--- config.mk ---
export PLATFORM = sky130hd
export DESIGN_NAME = flush_sequencer_flat
export DESIGN_NICKNAME = d
export VERILOG_FILES = /design/src/rtl/flush_sequencer_pkg.sv /design/src/rtl/flush_sequencer_if.sv /design/src/rtl/rob_age_compare.sv /design/src/rtl/flush_sequencer.sv /design/src/flat_wrapper.sv
export SDC_FILE = /design/constraint.sdc
export NUM_CORES = 1
export LEC_CHECK = 0
export CORE_ASPECT_RATIO = 1.25
export CORE_MARGIN = 2
export CORE_UTILIZATION = 45
export DETAILED_ROUTE_END_ITERATION = 10
export PLACE_DENSITY = 0.8
export SKIP_LAST_GASP = 1
export SLEW_MARGIN = 10
export SYNTH_ARGS = -nofsm -noshare
export SYNTH_HDL_FRONTEND = slang
export SYNTH_SLANG_ARGS = --single-unit
--- constraint.sdc ---
create_clock -name clk -period 3.71 [get_ports clk]
set_input_delay 0.742 -clock clk [delete_from_list [all_inputs] [get_ports clk]]
set_output_delay 0.742 -clock clk [all_outputs]
set_load 0.02 [all_outputs]
--- src/rtl/flush_sequencer_pkg.sv ---
// Shared types and default sizes for the flush recovery sequencer.
package flush_sequencer_pkg;

  localparam int unsigned FSEQ_PC_BITS        = 32;
  localparam int unsigned FSEQ_ROB_INDEX_BITS = 3;
  localparam int unsigned FSEQ_MAX_BRANCH_IF  = 2;
  localparam int unsigned FSEQ_RAT_ID_BITS    = $clog2(FSEQ_MAX_BRANCH_IF);
  localparam int unsigned FSEQ_CNT_BITS       = 16;

  typedef enum logic [1:0] {
    IDLE,
    SQUASH,
    REDIRECT
  } fseq_state_t;

  typedef struct packed {
    logic [FSEQ_PC_BITS-1:0]        pc;
    logic [FSEQ_ROB_INDEX_BITS-1:0] ticket;
    logic [FSEQ_RAT_ID_BITS-1:0]    rat_id;
  } flush_cmd_t;

endpackage

--- src/rtl/flush_sequencer_if.sv ---
// Flush command, ROB squash, RAT restore and fetch redirect handshakes.
// master is the sequencer side; slave is the surrounding pipeline.
interface flush_sequencer_if
  import flush_sequencer_pkg::*;
#(
  parameter int unsigned PC_BITS        = FSEQ_PC_BITS,
  parameter int unsigned ROB_INDEX_BITS = FSEQ_ROB_INDEX_BITS,
  parameter int unsigned MAX_BRANCH_IF  = FSEQ_MAX_BRANCH_IF
);
  localparam int unsigned RAT_ID_BITS = $clog2(MAX_BRANCH_IF);

  logic                      flush_valid;
  logic [PC_BITS-1:0]        flush_pc;
  logic [ROB_INDEX_BITS-1:0] flush_ticket;
  logic [RAT_ID_BITS-1:0]    flush_rat_id;
  logic [ROB_INDEX_BITS-1:0] rob_head;

  logic                      rob_squash_valid;
  logic [ROB_INDEX_BITS-1:0] rob_squash_ticket;
  logic                      rob_squash_ack;

  logic                      rat_restore_valid;
  logic [RAT_ID_BITS-1:0]    rat_restore_id;
  logic                      rat_restore_ack;

  logic                      redirect_valid;
  logic [PC_BITS-1:0]        redirect_pc;
  logic                      redirect_ready;

  modport master (
    input  flush_valid, flush_pc, flush_ticket, flush_rat_id, rob_head,
    input  rob_squash_ack, rat_restore_ack, redirect_ready,
    output rob_squash_valid, rob_squash_ticket,
    output rat_restore_valid, rat_restore_id,
    output redirect_valid, redirect_pc
  );

  modport slave (
    output flush_valid, flush_pc, flush_ticket, flush_rat_id, rob_head,
    output rob_squash_ack, rat_restore_ack, redirect_ready,
    input  rob_squash_valid, rob_squash_ticket,
    input  rat_restore_valid, rat_restore_id,
    input  redirect_valid, redirect_pc
  );

endinterface

--- src/rtl/rob_age_compare.sv ---
// Ticket age comparison relative to the ROB head; older = ticket_a strictly
// older than ticket_b. Ages wrap modulo 2^TICKET_BITS.
module rob_age_compare #(
  parameter int unsigned TICKET_BITS = 3
) (
  input  logic [TICKET_BITS-1:0] ticket_a,
  input  logic [TICKET_BITS-1:0] ticket_b,
  input  logic [TICKET_BITS-1:0] head,
  output logic                   older
);

  logic [TICKET_BITS-1:0] age_a;
  logic [TICKET_BITS-1:0] age_b;

  always_comb begin
    age_a = ticket_a - head;
    age_b = ticket_b - head;
    older = age_a < age_b;
  end

endmodule

--- src/rtl/flush_sequencer.sv ---
// Runs ROB squash + RAT restore, then fetch redirect, for each accepted flush.
// Older flushes restart the sequence; equal/younger ones are dropped.
module flush_sequencer
  import flush_sequencer_pkg::*;
#(
  parameter int unsigned PC_BITS        = FSEQ_PC_BITS,
  parameter int unsigned ROB_INDEX_BITS = FSEQ_ROB_INDEX_BITS,
  parameter int unsigned MAX_BRANCH_IF  = FSEQ_MAX_BRANCH_IF,
  parameter int unsigned CNT_BITS       = FSEQ_CNT_BITS
) (
  input  logic                clk,
  input  logic                rst,
  flush_sequencer_if.master   bus,
  output logic                frontend_flush,
  output logic                busy,
  output logic [CNT_BITS-1:0] flush_count,
  output logic [CNT_BITS-1:0] recovery_cycles
);

  localparam int unsigned RAT_ID_BITS = $clog2(MAX_BRANCH_IF);

  fseq_state_t state_q, state_n;
  flush_cmd_t  cmd_q, cmd_n;
  logic        rob_done_q, rob_done_n;
  logic        rat_done_q, rat_done_n;
  logic        older;
  logic        accept;

  logic [PC_BITS-1:0]        redirect_pc_n;
  logic [ROB_INDEX_BITS-1:0] squash_ticket_n;
  logic [RAT_ID_BITS-1:0]    restore_id_n;

  rob_age_compare #(
    .TICKET_BITS(ROB_INDEX_BITS)
  ) u_age (
    .ticket_a(bus.flush_ticket),
    .ticket_b(cmd_q.ticket),
    .head    (bus.rob_head),
    .older   (older)
  );

  // An accepted flush takes priority over any ack or redirect handshake
  // seen in the same cycle; those are simply discarded.
  always_comb begin
    state_n    = state_q;
    cmd_n      = cmd_q;
    rob_done_n = rob_done_q;
    rat_done_n = rat_done_q;
    accept     = bus.flush_valid && ((state_q == IDLE) || older);
    if (accept) begin
      state_n       = SQUASH;
      cmd_n.pc      = bus.flush_pc;
      cmd_n.ticket  = bus.flush_ticket;
      cmd_n.rat_id  = bus.flush_rat_id;
      rob_done_n    = 1'b0;
      rat_done_n    = 1'b0;
    end else begin
      unique case (state_q)
        SQUASH: begin
          if (!rob_done_q && bus.rob_squash_ack)  rob_done_n = 1'b1;
          if (!rat_done_q && bus.rat_restore_ack) rat_done_n = 1'b1;
          if (rob_done_n && rat_done_n)           state_n    = REDIRECT;
        end
        REDIRECT: begin
          if (bus.redirect_ready) state_n = IDLE;
        end
        default: ;
      endcase
    end
    redirect_pc_n   = cmd_n.pc;
    squash_ticket_n = cmd_n.ticket;
    restore_id_n    = cmd_n.rat_id;
  end

  always_ff @(posedge clk) begin
    if (rst) begin
      state_q               <= IDLE;
      cmd_q                 <= '0;
      rob_done_q            <= 1'b0;
      rat_done_q            <= 1'b0;
      frontend_flush        <= 1'b0;
      busy                  <= 1'b0;
      flush_count           <= '0;
      recovery_cycles       <= '0;
      bus.rob_squash_valid  <= 1'b0;
      bus.rob_squash_ticket <= '0;
      bus.rat_restore_valid <= 1'b0;
      bus.rat_restore_id    <= '0;
      bus.redirect_valid    <= 1'b0;
      bus.redirect_pc       <= '0;
    end else begin
      state_q               <= state_n;
      cmd_q                 <= cmd_n;
      rob_done_q            <= rob_done_n;
      rat_done_q            <= rat_done_n;
      frontend_flush        <= accept;
      busy                  <= (state_n != IDLE);
      bus.rob_squash_valid  <= (state_n == SQUASH) && !rob_done_n;
      bus.rat_restore_valid <= (state_n == SQUASH) && !rat_done_n;
      bus.redirect_valid    <= (state_n == REDIRECT);
      bus.rob_squash_ticket <= squash_ticket_n;
      bus.rat_restore_id    <= restore_id_n;
      bus.redirect_pc       <= redirect_pc_n;
      if (accept && !(&flush_count))        flush_count     <= flush_count + 1'b1;
      if (busy && !(&recovery_cycles))      recovery_cycles <= recovery_cycles + 1'b1;
    end
  end

endmodule

--- src/flat_wrapper.sv ---
// flat-port wrapper written by rule: the top's interface ports become plain ports
module flush_sequencer_flat import flush_sequencer_pkg::*;
#(
  parameter int unsigned PC_BITS        = FSEQ_PC_BITS,
  parameter int unsigned ROB_INDEX_BITS = FSEQ_ROB_INDEX_BITS,
  parameter int unsigned MAX_BRANCH_IF  = FSEQ_MAX_BRANCH_IF,
  parameter int unsigned CNT_BITS       = FSEQ_CNT_BITS
)
  (clk, rst, frontend_flush, busy, flush_count, recovery_cycles, bus_flush_valid, bus_flush_pc, bus_flush_ticket, bus_flush_rat_id, bus_rob_head, bus_rob_squash_ack, bus_rat_restore_ack, bus_redirect_ready, bus_rob_squash_valid, bus_rob_squash_ticket, bus_rat_restore_valid, bus_rat_restore_id, bus_redirect_valid, bus_redirect_pc);
  flush_sequencer_if #(.PC_BITS(PC_BITS), .ROB_INDEX_BITS(ROB_INDEX_BITS), .MAX_BRANCH_IF(MAX_BRANCH_IF)) bus_i ();
  input  logic clk;
  input  logic rst;
  output logic frontend_flush;
  output logic busy;
  output logic [CNT_BITS-1:0] flush_count;
  output logic [CNT_BITS-1:0] recovery_cycles;
  input wire logic [$bits(bus_i.flush_valid)-1:0] bus_flush_valid;
  input wire logic [$bits(bus_i.flush_pc)-1:0] bus_flush_pc;
  input wire logic [$bits(bus_i.flush_ticket)-1:0] bus_flush_ticket;
  input wire logic [$bits(bus_i.flush_rat_id)-1:0] bus_flush_rat_id;
  input wire logic [$bits(bus_i.rob_head)-1:0] bus_rob_head;
  input wire logic [$bits(bus_i.rob_squash_ack)-1:0] bus_rob_squash_ack;
  input wire logic [$bits(bus_i.rat_restore_ack)-1:0] bus_rat_restore_ack;
  input wire logic [$bits(bus_i.redirect_ready)-1:0] bus_redirect_ready;
  output wire logic [$bits(bus_i.rob_squash_valid)-1:0] bus_rob_squash_valid;
  output wire logic [$bits(bus_i.rob_squash_ticket)-1:0] bus_rob_squash_ticket;
  output wire logic [$bits(bus_i.rat_restore_valid)-1:0] bus_rat_restore_valid;
  output wire logic [$bits(bus_i.rat_restore_id)-1:0] bus_rat_restore_id;
  output wire logic [$bits(bus_i.redirect_valid)-1:0] bus_redirect_valid;
  output wire logic [$bits(bus_i.redirect_pc)-1:0] bus_redirect_pc;
  assign bus_i.flush_valid = bus_flush_valid;
  assign bus_i.flush_pc = bus_flush_pc;
  assign bus_i.flush_ticket = bus_flush_ticket;
  assign bus_i.flush_rat_id = bus_flush_rat_id;
  assign bus_i.rob_head = bus_rob_head;
  assign bus_i.rob_squash_ack = bus_rob_squash_ack;
  assign bus_i.rat_restore_ack = bus_rat_restore_ack;
  assign bus_i.redirect_ready = bus_redirect_ready;
  assign bus_rob_squash_valid = bus_i.rob_squash_valid;
  assign bus_rob_squash_ticket = bus_i.rob_squash_ticket;
  assign bus_rat_restore_valid = bus_i.rat_restore_valid;
  assign bus_rat_restore_id = bus_i.rat_restore_id;
  assign bus_redirect_valid = bus_i.redirect_valid;
  assign bus_redirect_pc = bus_i.redirect_pc;
  flush_sequencer #(.PC_BITS(PC_BITS), .ROB_INDEX_BITS(ROB_INDEX_BITS), .MAX_BRANCH_IF(MAX_BRANCH_IF), .CNT_BITS(CNT_BITS)) u_core (.clk(clk), .rst(rst), .bus(bus_i), .frontend_flush(frontend_flush), .busy(busy), .flush_count(flush_count), .recovery_cycles(recovery_cycles));
endmodule
==> impl_metrics.tcl <==
set metrics [dict create \
    outcome "complete, no violations" \
    power-per-cell-area_mw_per_mm2 470.9 \
    r2r-start "u_core.cmd_q[1]$_SDFFE_PP0P_" \
    cpLargestDelayFamily "adder cells" \
    dp_cells 601 \
    cts_tree "built" \
    drt_drc_violations_left 0 \
    worst-endpoint-required_ns 3.98 \
    ir_drop_mv 0.3141 \
    critical-path-top-cell-by-count "sky130_fd_sc_hd__ha_1" \
    num_antenna_cells 0 \
    finalWirelength_um 8466 \
    static-leakage-power_nw 1.718 \
    route.antenna.remaining_nets 0 \
    worst_r2r_endpoint "u_core.flush_count[8]$_SDFFE_PP0P_" \
    rsz0062_at_grt "no" \
    fmaxAchievable_ghz 0.3037 \
    dp.final_hpwl_um 6050 \
    timing.critical_path.slowest_cell_delay_ns 0.49 \
    asyncSetResetFlopFracSynth 0 \
    worstRegToRegCells 13 \
    grt_overflow_total 0 \
    maxSlewHeadroom 0.3735 \
    report.final.setup_viol 0 \
    largest_net_degree_at_the_start_of_global_routing 52 \
    ys_ff_latch 77 \
    timing.final.hold_violations 0 \
    grt_pass1_wl_um 13730 \
    drt_pre_antenna_iters 4 \
    synth_nets 459 \
    drt_iter0_markers 82 \
    setup.worst_path.start_class "input pin" \
    whs_endpoint "u_core.cmd_q[20]$_SDFFE_PP0P_" \
    clkTransAtPathRegs_ns 0.08 \
    critical_path.max_fanout 20 \
    critical_path_buf_inv_count 3 \
    ys_seq_area_frac 0.4548 \
    ctsHtreeMaxLevel 3 \
    total_power_mw 2.284 \
    layout_common_cells "116 x sky130_fd_sc_hd__clkdlybuf4s50_1, 88 x sky130_fd_sc_hd__nand2_1, 77 x sky130_fd_sc_hd__dfxtp_1, 52 x sky130_fd_sc_hd__a21oi_1, 33 x sky130_fd_sc_hd__nor2_1" \
    cts.sink_count 77 \
    core_mm2 0.007357 \
    gp_routability_congestion 0.7978 \
    worstPathCellList "clkdlybuf4s50_1 -> ha_1 -> inv_1 -> fa_1 -> xor2_1 -> xnor2_1 -> ha_1 -> nor2_1 -> o21ai_0 -> and2_1 -> buf_4 -> or3_1 -> a21oi_1" \
    placement.io_buffers 117 \
    std_cell_rows 35 \
    timing.final.max_slew_violations 0 \
    initial_util 0.4607 \
    synthCells 403 \
    hold_path.class "flop to flop" \
    ioPinCount 118 \
    route.detailed.vias_per_inst 5.225 \
    postCtsHoldBufs 0 \
    post_synth_cell_types 44 \
    fin_hold_ws_ns 0.4536 \
    nNetsFinal 576 \
    end_kind "flop" \
    area_growth_syn_to_layout_pct 43.08 \
    synth_enable_flop_cells 0 \
    number_of_instances_resized_during_post_cts_repair 0 \
    synthesis.area_per_instance_um2 8.411 \
    die_width_um 81.63 \
    critical_path_arrival_ns 3.56 \
    timing.hold.worst_path_depth 2 \
    cts_buffer_depth 2 \
    clock_network_latency_to_the_later_pin_of_the_worst_skew_pair_ns 0.35 \
    drive_gt1_frac 0.07238 \
    synthesis.yosys.warnings 0 \
    post-route-period-util 0.8874 \
    reg2reg_slack_ns 0.92 \
    min_from "u_core.cmd_q[20]$_SDFFE_PP0P_" \
    layout_commonest_cell "sky130_fd_sc_hd__clkdlybuf4s50_1" \
    yosys_most_used_dff "sky130_fd_sc_hd__dfxtp_1" \
    via_count 3224 \
    criticalPathCategory "input pin to flop" \
    finalWorstPathRequiredPeriod_ns 3.292 \
    cts_setup_buffers 0 \
    fin_skew_ns 0.006381 \
    cts-buffers-inserted 9 \
    first_global_vias 3125 \
    max_capacitance_violation_count 0 \
    antenna_found_initial 0 \
    routed_wire_length_per_instance_um 13.72 \
    syn_area_mm2 0.003390 \
    die-height_um 101.0 \
    slowest_stage "sky130_fd_sc_hd__clkdlybuf4s50_1" \
    setup_tns_ns 0 \
    design.die.area_mm2 0.008247 \
    layout.cells.non_filler 617 \
    grt_usage 0.2093 \
    cts.root.buffer_cell "sky130_fd_sc_hd__clkbuf_8" \
    timing_worst_slew_pin_value_ns 0.9398 \
]
==> state kept, by name, summed over array words and instances (netlist names), 2 cells and up <==
signal                  cells
u_core.cmd_q               36
u_core.flush_count         16
u_core.recovery_cycles     16
u_core.state_q              2
==> metal layers <==
| metal | up-vias | routed length [um] | track usage |
|---|---|---|---|
| met5 | - | 0 | 0 |
| met1 | 1504 | 3528 | 0.2361 |
| met3 | 13 | 559 | 0.05197 |
| li1 | 1607 | - | - |
| met4 | 0 | 137 | 0.08718 |
| met2 | 100 | 4240 | 0.3695 |
==> stage by stage <==
stage	area, um2	util	setup slack (ns)
after floorplan	3390	-	0.6252
after global placement	4649	0.6320	0.1441
after detailed placement	4649	0.6320	0.05601
after CTS	4850	0.6592	0.4079
after global routing	4850	0.6592	0.2196
final	4850	0.6592	0.4176
==> power breakdown <==
part | switching (mW) | leakage [nW] | total, mW | internal [mW]
sequential | 0.0577 | 0.629 | 0.968 | 0.911
combinational | 0.369 | 0.995 | 0.673 | 0.304
clock | 0.316 | 0.0943 | 0.642 | 0.327
==> Yosys cell counts, types with 2 or more instances <==
master                      instances  share of area
sky130_fd_sc_hd__a2111oi_0          2         0.0052
sky130_fd_sc_hd__fa_1               2          0.012
sky130_fd_sc_hd__nor4_2             2         0.0074
sky130_fd_sc_hd__o31ai_1            3         0.0066
sky130_fd_sc_hd__o21ai_0            8          0.012
sky130_fd_sc_hd__a21oi_1           52          0.077
sky130_fd_sc_hd__ha_1               9          0.033
sky130_fd_sc_hd__nand4_1            5         0.0092
sky130_fd_sc_hd__dfxtp_1           77           0.45
sky130_fd_sc_hd__or3_1              2         0.0037
sky130_fd_sc_hd__nor2b_1            3         0.0055
sky130_fd_sc_hd__nand4_2            2         0.0074
sky130_fd_sc_hd__buf_4              3         0.0066
sky130_fd_sc_hd__a211oi_1           6          0.013
sky130_fd_sc_hd__buf_2              5         0.0074
sky130_fd_sc_hd__nor2_1            33          0.037
sky130_fd_sc_hd__a2111oi_2          2         0.0089
sky130_fd_sc_hd__nand2_1           88          0.097
sky130_fd_sc_hd__xnor2_1           23          0.059
sky130_fd_sc_hd__nor3_1            11          0.016
sky130_fd_sc_hd__xor2_1             2         0.0052
sky130_fd_sc_hd__and4_1             3         0.0078
sky130_fd_sc_hd__nand3_1           11          0.016
sky130_fd_sc_hd__nor4_1             5         0.0092
sky130_fd_sc_hd__clkbuf_1          11          0.012
sky130_fd_sc_hd__mux2_2             2         0.0066
sky130_fd_sc_hd__inv_1             13          0.014
sky130_fd_sc_hd__or4_1              2         0.0044
==> area by class of cell <==
cell class,instances,area [um2]
Tap cell,92,115.1
Clock buffer,10,137.6
Clock inverter,6,62.56
Multi-Input combinational cell,292,1690
Inverter,13,48.80
Sequential cell,77,1541
Fill cell,636,2507
Timing Repair Buffer,127,1254
==> tightest hold or removal path, cell delays in order (launching register included) <==
cell and delay, ns:
sky130_fd_sc_hd__dfxtp_1 0.31, sky130_fd_sc_hd__nand2_1 0.05, sky130_fd_sc_hd__a21oi_1 0.05
==> how the worst max path moves through the flow <==
stage          depth (start not counted)                start                             endpoint
2_1_floorplan                         13  bus_flush_ticket[0]  u_core.flush_count[14]$_SDFFE_PP0P_
3_3_place_gp                          13      bus_rob_head[0]   u_core.flush_count[8]$_SDFFE_PP0P_
3_5_place_dp                          12      bus_rob_head[0]  u_core.flush_count[14]$_SDFFE_PP0P_
4_1_cts                               13      bus_rob_head[0]   u_core.flush_count[8]$_SDFFE_PP0P_
5_1_grt                               12      bus_rob_head[0]  u_core.flush_count[14]$_SDFFE_PP0P_
6_report                              13      bus_rob_head[0]   u_core.flush_count[8]$_SDFFE_PP0P_
==> cells by family after synthesis <==
kind of cell / count (synthesis) / share of synthesized area
DFF: 77 / 0.4548
buffers and inverters: 34 / 0.04651
and+or+nand+nor: 174 / 0.2377
AOI/OAI and AO/OA: 79 / 0.1418
adders and majority gates: 11 / 0.04504
xor gates and xnor gates: 25 / 0.06460
muxes: 3 / 0.009597
(Power assumes the default switching activity.)
==> RTL edit 1: new RTL, same flow settings <==
`FSEQ_CNT_BITS`: 16 -> 32.
--- a/src/rtl/flush_sequencer_pkg.sv
+++ b/src/rtl/flush_sequencer_pkg.sv
@@ -7,3 +7,3 @@
   localparam int unsigned FSEQ_RAT_ID_BITS    = $clog2(FSEQ_MAX_BRANCH_IF);
-  localparam int unsigned FSEQ_CNT_BITS       = 16;
+  localparam int unsigned FSEQ_CNT_BITS       = 32;
 
Interface: changed (resized flush_count and recovery_cycles); port bits go from 118 to 150. The function was not compared with the original's and may differ.
==> RTL edit 1 against the unedited design <==
Clock skew rose by 0.0025 ns. Sequential share of layout area fell by 1.5 points. Sequential power rose by 35%. Hold slack got worse by 0.0052 ns. Sequential cell count rose by 32. Critical path depth did not move. Cell area rose by 49%. Area after synthesis rose by 53%. Power rose by 39%. Setup slack got worse by 0.33 ns. Count of clock-buffer cells in the layout did not move. Routed wire length rose by 63%. Final cell count rose by 46%. Largest power group unchanged.
==> RTL edit 1: results <==
group,metric,value,unit
worst_setup_path,worstSetupEndpoint,"u_core.flush_count[19]",
drt,drt-initial-drc-count,283,
synthesis,synthesis.nets,672,
final_layout,largestRegisters,"u_core.cmd_q x36, u_core.flush_count x32, u_core.recovery_cycles x32",
synthesis,syn_area_per_cell,8.407,sq um
drt,wl_per_cell,15.37,um
final_layout,clockNetworkAreaShare,4.925,%
pwr,clkPwrFrac,35.7,%
worst_setup_path,max_stage_delay,0.66,ns
drt,met3_wirelength,764,um
worst_setup_path,cp_max_fo,11,
synthesis,xor_xnor_portion_of_the_synthesized_cell_area,2.199,%
drt,met2_wirelength,6.980,mm
sta,hold_slack,0.4484,ns
synthesis,netlist_top_cells_area,"sky130_fd_sc_hd__dfxtp_1 (42%), sky130_fd_sc_hd__a21oi_1 (7.5%), sky130_fd_sc_hd__nand2_1 (7.3%)",
worst_setup_path,r2r_setup_slk,0.66,ns
synthesis,synth-seq-cells,109,
synthesis,yosys-mux-area-fraction,2.682,%
worst_setup_path,worst_ep_arrival_time,3.90,ns
clock_tree,clk_root_buffer_cell,"sky130_fd_sc_hd__clkbuf_16",
worst_hold_path,hold_start,"u_core.cmd_q[34]",
global_route,grt.met3_usage,4.882,%
placement,place.port_buffers,149,
pwr,power_leakage,2.458,nW
global_route,grt_max_degree,86,
pwr,sw_pwr,0.0009014,W
synthesis,synth_sequential_area_ratio,42.14,%
worst_setup_path,critical_path.slowest_cell,"sky130_fd_sc_hd__or4b_2",
global_route,grt_first_pass_wirelength,22.42,mm
worst_hold_path,hold_end,"u_core.cmd_q[34]",
sta,timing.max_slew.rel_slack,41.85,%
global_route,grt_total_usage,22.40,%
pwr,pwr_cell_area,438.7,nW/um^2
synthesis,synthAdderAreaFrac,2.948,%
global_route,grt_use_met2,40.12,%
global_route,first_global_vias,4898,
outcome,result_of_the_run,"completed",
synthesis,post_synth_most_frequent_cells,"sky130_fd_sc_hd__dfxtp_1 (109), sky130_fd_sc_hd__nand2_1 (101), sky130_fd_sc_hd__a21oi_1 (78), sky130_fd_sc_hd__nor2_1 (28)",
placement,gp_congestion,0.8293,
drt,totalWireLength,13.80,mm
final_layout,layout.nonclk_buf_share,22.85,%
placement,place_inst,882,
pwr,irDropWorstVdd,0.2747,mV
final_layout,count_of_plain_and_timing_repair_buffers_in_the_layout,167,
drt,vias,5181,
final_layout,num-multi-input-gates,454,
==> RTL edit 1: worst max-delay path, delay by kind of cell <==
| kind | cells | cell delay [ns] |
|---|---|---|
| buf+inv | 3 | 0.77 |
| fa+ha+maj | 3 | 0.80 |
| simple gates | 2 | 0.80 |
| xor+xnor | 2 | 0.37 |
| compound gates | 3 | 0.42 |
==> RTL edit 1: timing repair <==
| action | 4_1_cts | 5_1_grt |
|---|---|---|
| setup buffers | 0 | 0 |
| gates resized for setup | 0 | 4 |
| setup endpoints to repair | 0 | 20 |
==> RTL edit 1: through the flow <==
stage	setup TNS (ns)	worst slack, ns	cell area (sq um)	power [W]
floorplan	0	0.2684	5179	0.001719
global placement	-2.238	-0.1881	6833	0.002028
detailed placement	-4.840	-0.2891	6833	0.002049
CTS	0	0.02158	7188	0.003179
global route	-0.2435	-0.06285	7216	0.003316
finish	0	0.08471	7216	0.003166
==> RTL edit 2: new RTL, same flow settings <==
Without the edit above. The 3 states of `fseq_state_t` get a one-hot encoding in 3 bits.
--- a/src/rtl/flush_sequencer_pkg.sv
+++ b/src/rtl/flush_sequencer_pkg.sv
@@ -9,6 +9,6 @@
 
-  typedef enum logic [1:0] {
-    IDLE,
-    SQUASH,
-    REDIRECT
+  typedef enum logic [2:0] {
+    IDLE     = 3'b001,
+    SQUASH   = 3'b010,
+    REDIRECT = 3'b100
   } fseq_state_t;
Function: same outputs for any inputs over 10 cycles, from zero or initial values and one cycle with rst high; not proved beyond that.
==> RTL edit 2 against the unedited design <==
Power shrank 4.9%. Routed wire length up 0.45%. Clock power decreased by 4.7%. Cell area increased by 1.0%. Sequential cell count rose by 1. Area after synthesis up 2.3%. Setup slack got worse by 0.19 ns. Final cell count increased by 1.8%. Die area is 2.2% higher.
==> RTL edit 2: results <==
group,metric,value,unit
sta,timing.max_slew.rel_slack,37.71,%
worst_setup_path,cp_top_family,"buffers and inverters",
global_route,grt_first_pass_wirelength,13.81,mm
pwr,p_comb_share,27.5,%
pwr,power_leakage,1.778,nW
global_route,grt_use_met2,36.79,%
synthesis,netlist_top_cells_area,"sky130_fd_sc_hd__dfxtp_1 (45%), sky130_fd_sc_hd__nand2_1 (9.3%), sky130_fd_sc_hd__a21oi_1 (7.5%)",
global_route,first_global_vias,3183,
final_layout,final_nets,584,
placement,place_inst,612,
global_route,grt_util_met1,23.13,%
synthesis,synthAdderAreaFrac,3.319,%
synthesis,post_synth_most_frequent_cells,"sky130_fd_sc_hd__nand2_1 (86), sky130_fd_sc_hd__dfxtp_1 (78), sky130_fd_sc_hd__a21oi_1 (52), sky130_fd_sc_hd__nor2_1 (29), sky130_fd_sc_hd__inv_1 (14)",
synthesis,xor_xnor_portion_of_the_synthesized_cell_area,3.535,%
worst_setup_path,cp_max_fo,14,
synthesis,synth_compound_gate_area_share,13.92,%
global_route,grt_total_usage,20.71,%
pwr,irDropWorstVdd,0.3375,mV
placement,final_hpwl_from_detailed_placement,6.177,mm
clock_tree,total_of_cells_resized_after_clock_tree_synthesis,0,
drt,drt-vias-per-instance,5.263,
placement,gp_congestion,0.7680,
synthesis,synthCells,417,
pwr,sw_frac_of_total,31.05,%
synthesis,post_synth_num_cell_types,45,
synthesis,synthesis.nets,470,
drt,drt-initial-drc-count,159,
drt,vias,3305,
outcome,result_of_the_run,"completed",
placement,pre_cts_ws,-0.1711,ns
worst_setup_path,worst_ep_arrival_time,3.71,ns
worst_setup_path,max_stage_delay,0.49,ns
worst_hold_path,worst_hold_path_type,"reg2reg",
worst_setup_path,critical_path.slowest_cell,"sky130_fd_sc_hd__clkdlybuf4s50_1",
drt,detail_route.first_pass.iterations,4,
global_route,grt.met3_usage,5.565,%
drt,wl_per_cell,13.54,um
final_layout,drive_gt1_share,7.649,%
sta,worst_clk_skew,0.01020,ns
synthesis,yosys-mux-area-fraction,2.670,%
final_layout,largestRegisters,"u_core.cmd_q x36, u_core.flush_count x16, u_core.recovery_cycles x16",
final_layout,fillers,627,
global_route,grt_max_degree,55,
synthesis,synth_sequential_area_ratio,45.02,%
-- RTL edit 2: cell types whose count changed after synthesis, moves of 4 or more --
cell and delta:
sky130_fd_sc_hd__a211oi_1 -5, sky130_fd_sc_hd__a31oi_1 +4, sky130_fd_sc_hd__buf_2 +4, sky130_fd_sc_hd__mux2_2 +4, sky130_fd_sc_hd__nor2_1 -4, sky130_fd_sc_hd__nor2b_1 +7
sky130_fd_sc_hd__or4_1 +5, sky130_fd_sc_hd__xnor2_1 -11
-- RTL edit 2: kinds of logic after synthesis --
| family | after synthesis |
|---|---|
| AND/OR/NAND/NOR | 191 |
| multiplexers | 8 |
| flip-flops | 78 |
| AO/OA/AOI/OAI | 81 |
| adder cells (fa/ha/maj) | 8 |
| buffers and inverters | 37 |
| XOR/XNOR | 14 |
-- RTL edit 2: worst paths after layout --
kind                   start                    end  slack (ns)  cells after the start
max          bus_rob_head[0]  u_core.flush_count[4]        0.23                     14
max reg2reg  u_core.cmd_q[1]  u_core.flush_count[4]        0.77                     14
min reg2reg  u_core.cmd_q[7]        u_core.cmd_q[7]        0.45                      2
min          u_core.cmd_q[7]        u_core.cmd_q[7]        0.45                      2
-- RTL edit 2: power by group through the flow --
stage | registers (W) | logic, W | clock network [W]
global route | 0.000973 | 0.000656 | 0.000664
floorplan | 0.00105 | 0.000266 | 0
finish | 0.000963 | 0.000598 | 0.000612
detailed placement | 0.000981 | 0.000601 | 0
global placement | 0.000977 | 0.000582 | 0
CTS | 0.000962 | 0.000603 | 0.000631
-- RTL edit 2: worst min-delay path: cells and delay by family, from the launching register on --
| kind | cells | cell delay, ns |
|---|---|---|
| AND/OR/NAND/NOR | 1 | 0.05 |
| AO/OA/AOI/OAI | 1 | 0.05 |
| flip-flops | 1 | 0.31 |
-- RTL edit 2: area by class of cell --
type | instances | share of cell area (%)
clock buffers | 11 | 2.681
repair buffers | 126 | 25.26
flip-flops and latches | 78 | 31.87
clock inverters | 5 | 1.226
well taps | 92 | 2.349
multi-input cells | 302 | 35.55
inverters | 14 | 1.073
-- RTL edit 2: per-stage QoR --
| stage | cell area (sq um) | util (%) |
|---|---|---|
| after floorplan | 3468 | - |
| after global placement | 4705 | 63.19 |
| after detailed placement | 4705 | 63.19 |
| after CTS | 4896 | 65.76 |
| after global routing | 4900 | 65.82 |
| final | 4900 | 65.82 |
-- RTL edit 2: layer usage --
metal / vias up / share of wire [%]
li1: 1662 / -
met1: 1527 / 39
met2: 103 / 53
met3: 13 / 6.3
met4: 0 / 2.0
met5: - / 0
